===== src/rtl/xc_mp_pkg.sv =====
// Shared encodings for the XCrypto multi-precision unit: op codes and sequencer states.
package xc_mp_pkg;

  typedef enum logic [1:0] {
    XC_MP_MADD3 = 2'd0,
    XC_MP_MSUB3 = 2'd1,
    XC_MP_MACC1 = 2'd2,
    XC_MP_MMUL3 = 2'd3
  } xc_mp_op_t;

  typedef enum logic [1:0] {
    IDLE = 2'd0,
    MUL  = 2'd1,
    DONE = 2'd2
  } xc_mp_state_t;

endpackage


===== src/rtl/xc_mp_mul_step.sv =====
// One step of the iterative multiplier: acc + (rs2 * slice) shifted into position.
module xc_mp_mul_step #(
  parameter int XLEN     = 32,
  parameter int MUL_BITS = 1
) (
  input  logic [2*XLEN-1:0]         acc,
  input  logic [XLEN-1:0]           rs2,
  input  logic [MUL_BITS-1:0]       slice,
  input  logic [$clog2(XLEN)-1:0]   shamt,
  output logic [2*XLEN-1:0]         acc_nxt
);

  logic [2*XLEN-1:0] prod;

  assign prod    = {{XLEN{1'b0}}, rs2} * {{(2*XLEN-MUL_BITS){1'b0}}, slice};
  assign acc_nxt = acc + (prod << shamt);

endmodule


===== src/rtl/xc_mp_arith_seq.sv =====
// Sequential multi-precision arithmetic unit (madd.3 / msub.3 / macc.1 / mmul.3).
//   state | meaning
//   IDLE  | waiting for an operation, in_ready high
//   MUL   | iterating the multiplier, one MUL_BITS slice of rs1 per cycle
//   DONE  | result held on res_*, out_valid high until consumed
module xc_mp_arith_seq #(
  parameter int XLEN     = 32,
  parameter int MUL_BITS = 1,
  parameter int HAS_MUL  = 1
) (
  input  logic            g_clk,
  input  logic            g_rst,
  input  logic            flush,
  input  logic            in_valid,
  output logic            in_ready,
  input  logic [1:0]      in_op,
  input  logic [XLEN-1:0] in_rs1,
  input  logic [XLEN-1:0] in_rs2,
  input  logic [XLEN-1:0] in_rs3,
  output logic            out_valid,
  input  logic            out_ready,
  output logic [XLEN-1:0] res_lo,
  output logic [XLEN-1:0] res_hi,
  output logic            res_err
);

  import xc_mp_pkg::*;

  localparam int STEPS = XLEN / MUL_BITS;
  localparam int CW    = (STEPS > 1) ? $clog2(STEPS) : 1;
  localparam int SHW   = $clog2(XLEN);
  localparam logic [CW-1:0] LAST = CW'(STEPS - 1);

  xc_mp_state_t      state;
  logic [CW-1:0]     count;
  logic [2*XLEN-1:0] acc;
  logic [2*XLEN-1:0] acc_nxt;
  logic [XLEN-1:0]   mul_a;
  logic [XLEN-1:0]   mul_b;
  logic [SHW-1:0]    shamt;

  xc_mp_op_t         op_in;
  logic              accept;
  logic              mul_sel;
  logic [XLEN:0]     sum_w;
  logic [XLEN:0]     diff_w;
  logic [2*XLEN-1:0] macc_w;
  logic [XLEN-1:0]   add_lo;
  logic [XLEN-1:0]   add_hi;
  logic              add_err;

  assign op_in    = xc_mp_op_t'(in_op);
  assign in_ready = !g_rst && !flush && ((state == IDLE) || ((state == DONE) && out_ready));
  assign accept   = in_valid && in_ready;
  assign mul_sel  = (op_in == XC_MP_MMUL3) && (HAS_MUL != 0);

  // Top bit of the widened difference is the borrow out.
  assign sum_w  = {1'b0, in_rs1} + {1'b0, in_rs2} + {{XLEN{1'b0}}, in_rs3[0]};
  assign diff_w = {1'b0, in_rs1} - {1'b0, in_rs2} - {{XLEN{1'b0}}, in_rs3[0]};
  assign macc_w = {in_rs2, in_rs1} + {{XLEN{1'b0}}, in_rs3};

  always_comb begin
    add_lo  = '0;
    add_hi  = '0;
    add_err = 1'b0;
    case (op_in)
      XC_MP_MADD3: begin
        add_lo = sum_w[XLEN-1:0];
        add_hi = {{(XLEN-1){1'b0}}, sum_w[XLEN]};
      end
      XC_MP_MSUB3: begin
        add_lo = diff_w[XLEN-1:0];
        add_hi = {{(XLEN-1){1'b0}}, diff_w[XLEN]};
      end
      XC_MP_MACC1: begin
        add_lo = macc_w[XLEN-1:0];
        add_hi = macc_w[2*XLEN-1:XLEN];
      end
      default: add_err = 1'b1;
    endcase
  end

  assign shamt = SHW'(int'(count) * MUL_BITS);

  xc_mp_mul_step #(
    .XLEN     (XLEN),
    .MUL_BITS (MUL_BITS)
  ) u_mul_step (
    .acc     (acc),
    .rs2     (mul_b),
    .slice   (mul_a[MUL_BITS-1:0]),
    .shamt   (shamt),
    .acc_nxt (acc_nxt)
  );

  always_ff @(posedge g_clk) begin
    if (g_rst) begin
      state     <= IDLE;
      out_valid <= 1'b0;
      res_lo    <= '0;
      res_hi    <= '0;
      res_err   <= 1'b0;
      count     <= '0;
      acc       <= '0;
      mul_a     <= '0;
      mul_b     <= '0;
    end else if (flush) begin
      state     <= IDLE;
      out_valid <= 1'b0;
    end else if (accept) begin
      if (mul_sel) begin
        acc       <= {{XLEN{1'b0}}, in_rs3};
        mul_a     <= in_rs1;
        mul_b     <= in_rs2;
        count     <= '0;
        out_valid <= 1'b0;
        state     <= MUL;
      end else begin
        res_lo    <= add_lo;
        res_hi    <= add_hi;
        res_err   <= add_err;
        out_valid <= 1'b1;
        state     <= DONE;
      end
    end else begin
      case (state)
        MUL: begin
          acc   <= acc_nxt;
          mul_a <= mul_a >> MUL_BITS;
          count <= count + CW'(1);
          if (count == LAST) begin
            res_lo    <= acc_nxt[XLEN-1:0];
            res_hi    <= acc_nxt[2*XLEN-1:XLEN];
            res_err   <= 1'b0;
            out_valid <= 1'b1;
            state     <= DONE;
          end
        end
        DONE: begin
          if (out_ready) begin
            out_valid <= 1'b0;
            state     <= IDLE;
          end
        end
        default: ;
      endcase
    end
  end

endmodule

===== config.mk =====
export PLATFORM = sky130hd
export DESIGN_NAME = xc_mp_arith_seq
export DESIGN_NICKNAME = d
export VERILOG_FILES = /design/src/rtl/xc_mp_pkg.sv /design/src/rtl/xc_mp_mul_step.sv /design/src/rtl/xc_mp_arith_seq.sv
export SDC_FILE = /design/constraint.sdc
export NUM_CORES = 1
export LEC_CHECK = 0
export ABC_AREA = 1
export CAP_MARGIN = 15
export CORE_ASPECT_RATIO = 1.1
export CORE_MARGIN = 2
export CORE_UTILIZATION = 30
export CTS_BUF_LIST = sky130_fd_sc_hd__clkbuf_8
export CTS_CLUSTER_SIZE = 24
export DETAILED_ROUTE_END_ITERATION = 10
export GPL_TIMING_DRIVEN = 0
export REMOVE_ABC_BUFFERS = 1
export SYNTH_ARGS = -nofsm -noshare
export SYNTH_HDL_FRONTEND = slang
export SYNTH_SLANG_ARGS = --single-unit
export TNS_END_PERCENT = 5

===== constraint.sdc =====
create_clock -name g_clk -period 4.17 [get_ports g_clk]
set_clock_uncertainty 0.15 [all_clocks]
set_input_delay 0.834 -clock g_clk [delete_from_list [all_inputs] [get_ports g_clk]]
set_output_delay 0.834 -clock g_clk [all_outputs]
set_load 0.005 [all_outputs]

# Yosys cells after proc, flatten, opt, wreduce, memory -nomap -nowiden
# Index checks and enable logic that the tools add are counted.
[word_totals] ff_bits=201 inputBits=103 output_inout_bits=67 word_cells=81
[op_classes] add_sub_neg=7 multipliers=1 eq_ne=10 shifts=1 mux=34 bitwise=1 n_reduce_logical=18
[ops] op="two-way mux 32 bit" count=11
[ops] op="two-way mux 64 bit" count=3
[ops] op="case mux 32 bit (3 select lines)" count=2
[ops] op="adder 64 x 32 -> 64 bit" count=1
[ops] op="adder 64 bit" count=1
[ops] op="<< shifter 33 x 5 -> 64 bit" count=1
[ops] op="adder 32 x 32 -> 33 bit" count=1
[ops] op="adder 33 x 1 -> 33 bit" count=1
[ops] op="multiplier 32 x 1 -> 33 bit" count=1
[ops] op="subtractor 32 x 32 -> 33 bit" count=1
[ops] op="subtractor 33 x 1 -> 33 bit" count=1
[ops] op="two-way mux 5 bit" count=3
[ops] op="two-way mux 1 bit" count=9
[ops] op="AND reduction 3 bit" count=3
[ops] op="two-way mux 2 bit" count=4
[ops] op="== test 2 bit (second input constant)" count=3
[ops] op="inequality test 3 bit (second input constant)" count=2
[ops] op="adder 5 x 1 -> 5 bit (second input constant)" count=1
[ops] op="== test 5 bit (second input constant)" count=1
[ops] op="== test 2 x 1 -> 1 bit (second input constant)" count=2
[ops] op="logical AND 1 bit" count=4
[ops] op="logical NOT 2 bit" count=2
[ops] op="case mux 2 bit (2 select lines)" count=1
[ops] op="AND reduction 4 bit" count=1
[ops] op="other kinds (10)" count=12

# Logic depth before layout (Yosys ltp)
[depth] depth_word=7 mapped_depth=30 ltp_nobuf=28

# Cells and area by module
# Synthesis repeated with hierarchy kept, for this count alone.
[hier_totals] hier_cells=4951 area_unflattened_um2=26026.2
[by_module_without_submodules] module="xc_mp_arith_seq" n_inst=1 cells_each=3152 area_each_um2=17724.5 seq_area_each_um2=4003.8
[by_module_without_submodules] module="xc_mp_mul_step" n_inst=1 cells_each=1799 area_each_um2=8301.7 seq_area_each_um2=0.0

# Least setup slack after synthesis
# Ideal clock, no wire load.
[synth_timing] path_kind="flip-flop to flip-flop" start="register count[0]" end="register res_hi[26]" setup_time_ps=117 arrival_time_ps=3064 required_ps=3903 path_slack_ps=839 path_stages_with_launch=25 n_path_buf=2 period_less_slack_ps=3331 cell_sequence="dfxtp_1 -> buf_2 -> inv_1 -> clkbuf_1 -> o21ai_0 -> o21ai_0 -> inv_1 -> o21ai_0 -> o21ai_0 -> nand2_1 -> o21ai_0 -> ha_1 -> nand2_1 -> nor2_1 -> inv_1 -> nor3_1 -> nand2_1 -> nor3_1 -> nand2_1 -> nand2_1 -> nand2_1 -> nand3_1 -> nand2_1 -> nor2_1 -> nor2_1"
[synth_via] elab_chain_cells=5 elab_cells_between_ends=8 classes_between="add/sub: 1; eq/ne: 1; shift: 1; mux: 3; reduce/logical: 2"
[synth_lines] item="from (decl)" line="xc_mp_arith_seq.sv:35" rtl="logic [CW-1:0] count;"
[synth_lines] item="from (signal assigned)" line="xc_mp_arith_seq.sv:130" rtl="count <= count + CW'(1);"
[synth_lines] item="<< shifter 33 x 5 -> 64 bit" line="xc_mp_mul_step.sv:16" rtl="assign acc_nxt = acc + (prod << shamt);"
[synth_lines] item="adder 64 bit" line="xc_mp_mul_step.sv:16"
[synth_lines] item="two-way mux 32 bit" line="xc_mp_arith_seq.sv:131" rtl="if (count == LAST) begin"
[synth_lines] item="two-way mux 32 bit" line="xc_mp_arith_seq.sv:126" rtl="case (state)"
[synth_lines] item="two-way mux 32 bit" line="xc_mp_arith_seq.sv:110" rtl="end else if (accept) begin"
[synth_lines] item="to (signal assigned)" line="xc_mp_arith_seq.sv:120" rtl="res_hi <= add_hi;"
[synth_lines] item="to (signal assigned)" line="xc_mp_arith_seq.sv:133" rtl="res_hi <= acc_nxt[2*XLEN-1:XLEN];"
[synth_lines] item="to (decl)" line="xc_mp_arith_seq.sv:23" rtl="output logic [XLEN-1:0] res_hi,"
# Several ways; a longest one is shown, not always the timed one. The select of a mux whose other input is x is not followed.
# A chain may end at the register's enable or synchronous reset.

# Worst setup path after layout
[layout_timing] start="register count[0]" end="register res_hi[7]"
# The elaborated chain is that of the path after synthesis.

==> qor.yml <==
io_buffers: 169
layout_setup_ws_ps: 21.4
die_area_um2: 88500
clk_path_buf_depth: 2
final_cell_mix: "nand2_1, inv_1, nor2_1, nand3_1, a21oi_1"
regToRegStartpoint: "count[0]$_SDFFE_PP0P_"
die_h_um: 312
tns_ps: 0
reg2reg_setup_slack_ps: 20
rr_worst_depth: 24
drv_slew: 0
netlist_area_um2: 25800
synth_ff_type: "dfxtp_1"
grt_use_total_pct: 28.4
start_kind: "flop"
syn_area_per_cell_um2: 5.24
cts_root_buffer: "clkbuf_8"
power_density_nw_per_um2: 183
fin_area_um2: 30800
crit_required_ps: 4540
synth_edf_count: 0
multi_input_area_um2: 19000
cp_max_fo: 16
postPlaceCellArea_um2: 28600
hold_violations: 0
criticalPathCategory: "reg2reg"
via_per_inst: 5.15
worst_setup_path_end_kind: "flop"
ys_types: 44
ir_worst_vdd_mv: 0.161
die_x_um: 284
dp_cells: 6119
yosysSeqAreaShare_pct: 15.5
max_stage_delay_ps: 510
path_common_cell: "nand2_1"
hold_class: "reg2reg"
ctsHoldBuffers: 0
gp_congestion: 1.00
ant_nets: 0
max-slew-margin-rel_pct: 30.5
routed_wl_um: 130000
synth-seq-cells: 200
clk_latency_ps: 630
grt_pass1_vias: 29400
drt_pre_antenna_iters: 8
final_common_cell: "nand2_1"
yosys_warnings: 0
dpl.hpwl_um: 104000
cts_made_buffers: 17
antenna_found_initial: 1
cts_sinks: 200
drv_cap: 0
dp_slack_ps: -2160
cp_cell_sequence: "clkinvlp_4, buf_6, nand3_1, o21ai_1, o21ai_0, inv_1, nand2_1, o21ai_1, o21ai_2, mux2i_1, ha_1, nand2_1, nor2_1, inv_1, nor2_2, nand2_1, nand3_1, inv_1, nand2_1, nand2_1, nand3_2, nand3_1, nand2_1, inv_1"
htree_num_levels: 4
postSynth.asyncResetShare_pct: 0
io-pin-count: 170
path_depth: 24
regArea_um2: 4020
layout.cells.non_filler: 6214
grt-ovfl-total: 0
remaining_drc_errors: 0
area.growth.synth_to_final_pct: 19.1
core-area_um2: 85100
cp.arrival_ps: 4510
r2r_end: "res_hi[7]$_SDFFE_PP0P_"
critPathLaunch: "count[0]$_SDFFE_PP0P_"
hold_ws_ps: 303
critPathSlowestCell: "dfxtp_4"
setup_violations: 0
syn-instance-count: 4934
worstMarginPinSlew_ps: 1040
grt_pass1_wl_um: 186000
fillers: 9912
drt_iter0_drc: 2861
final.period_utilization_pct: 99.5
crit_end: "res_hi[7]$_SDFFE_PP0P_"
post_drt_wl_per_cell_um: 20.9
grt_max_degree: 91
fmax_ghz: 0.241
path_buf_inv: 6
drive_gt1_share_pct: 7.85
layout.nets: 5359
rows: 112
vias: 32000
path_clk_slew_ps: 120
rsz0062_at_grt: "true"
start_util_pct: 30.4
outcome: "complete, no violations"
cts_tree: "done"
min_period_ps: 4150
static-leakage-power_nw: 15.7
critical-path-top-delay-family: "simple AND/OR/NAND/NOR gates"
## synthesized netlist by cell type, types with 14 or more instances
cell type / count / area [um^2]
a22oi_1: 14 / 105
nand3_1: 410 / 2050
o21ai_1: 79 / 395
nand2_1: 1679 / 6300
dfxtp_1: 200 / 4000
inv_1: 889 / 3340
clkbuf_1: 75 / 282
buf_2: 29 / 145
a21oi_1: 291 / 1460
o21bai_1: 20 / 150
and2_1: 16 / 100
a31oi_1: 54 / 338
nand4_1: 52 / 325
ha_1: 190 / 2380
nor2_1: 476 / 1790
or2_2: 25 / 156
mux2i_1: 20 / 200
nor3_1: 58 / 290
o21ai_0: 249 / 1250
buf_1: 20 / 75.1
nand3b_1: 21 / 158
## metal layers
layer	track usage, %	wire, um
met1	35.8	54900
met2	47.2	58700
met3	2.96	7610
met4	16.0	8610
met5	0	0
## state kept, by name, indices dropped and copies added (netlist names)
register	cells
mul_b	32
acc	64
state	2
res_hi	32
mul_a	32
res_err	1
res_lo	32
count	5
## report_power, final
part / internal, mW / switching [mW]
registers: 1.96 / 0.0371
clock network: 0.504 / 0.946
logic: 0.680 / 1.52
## worst min-delay path, delay by kind of cell, from the launching register on
family | cells | cell delay (ps)
flip-flops | 1 | 330
AND/OR/NAND/NOR | 2 | 100
## how the worst min path moves through the flow
stage / startpoint / endpoint / slack (ps) / cells past startpoint
after floorplan: mul_a[31]$_SDFFE_PP0P_ / mul_a[31]$_SDFFE_PP0P_ / 280 / 2
after global placement: res_err$_SDFFE_PP0P_ / res_err$_SDFFE_PP0P_ / 290 / 2
after detailed placement: res_err$_SDFFE_PP0P_ / res_err$_SDFFE_PP0P_ / 290 / 2
after CTS: res_err$_SDFFE_PP0P_ / res_err$_SDFFE_PP0P_ / 310 / 2
after global routing: res_err$_SDFFE_PP0P_ / res_err$_SDFFE_PP0P_ / 340 / 2
final: res_err$_SDFFE_PP0P_ / res_err$_SDFFE_PP0P_ / 300 / 2
## layout make-up
cell class                 instances  share of cell area, %
multi-input combinational       3699                   61.7
tap                             1140                   4.63
clock buffer                      18                  0.805
clock inverter                    14                  0.447
antenna                            1                0.00813
timing repair buffer             236                   8.03
sequential                       200                   13.1
timing repair inverter             5                  0.126
inverter                         901                   11.2
## repair_timing
| item | 4_1_cts | 5_1_grt |
|---|---|---|
| gates resized for setup | 131 | 284 |
| pin swaps | 6 | 37 |
| cloned | 6 | 0 |
| setup buffers | 24 | 32 |
| endpoints found under the setup margin | 166 | 100 |
## cells by family after synthesis
group | synth area share, %
xor+xnor | 0.237
flops | 15.5
compound gates | 14.8
mux | 0.775
simple gates | 43.7
fa+ha+maj | 9.67
buf+inv | 15.4
## metrics by stage
step | power, mW | utilization [%]
after detailed placement | 4.14 | 33.7
after floorplan | 3.27 | -
after CTS | 5.61 | 34.8
final | 5.65 | 36.2
after global placement | 4.12 | 33.3
after global routing | 5.93 | 36.2
Power figures use the tool's default switching activity.
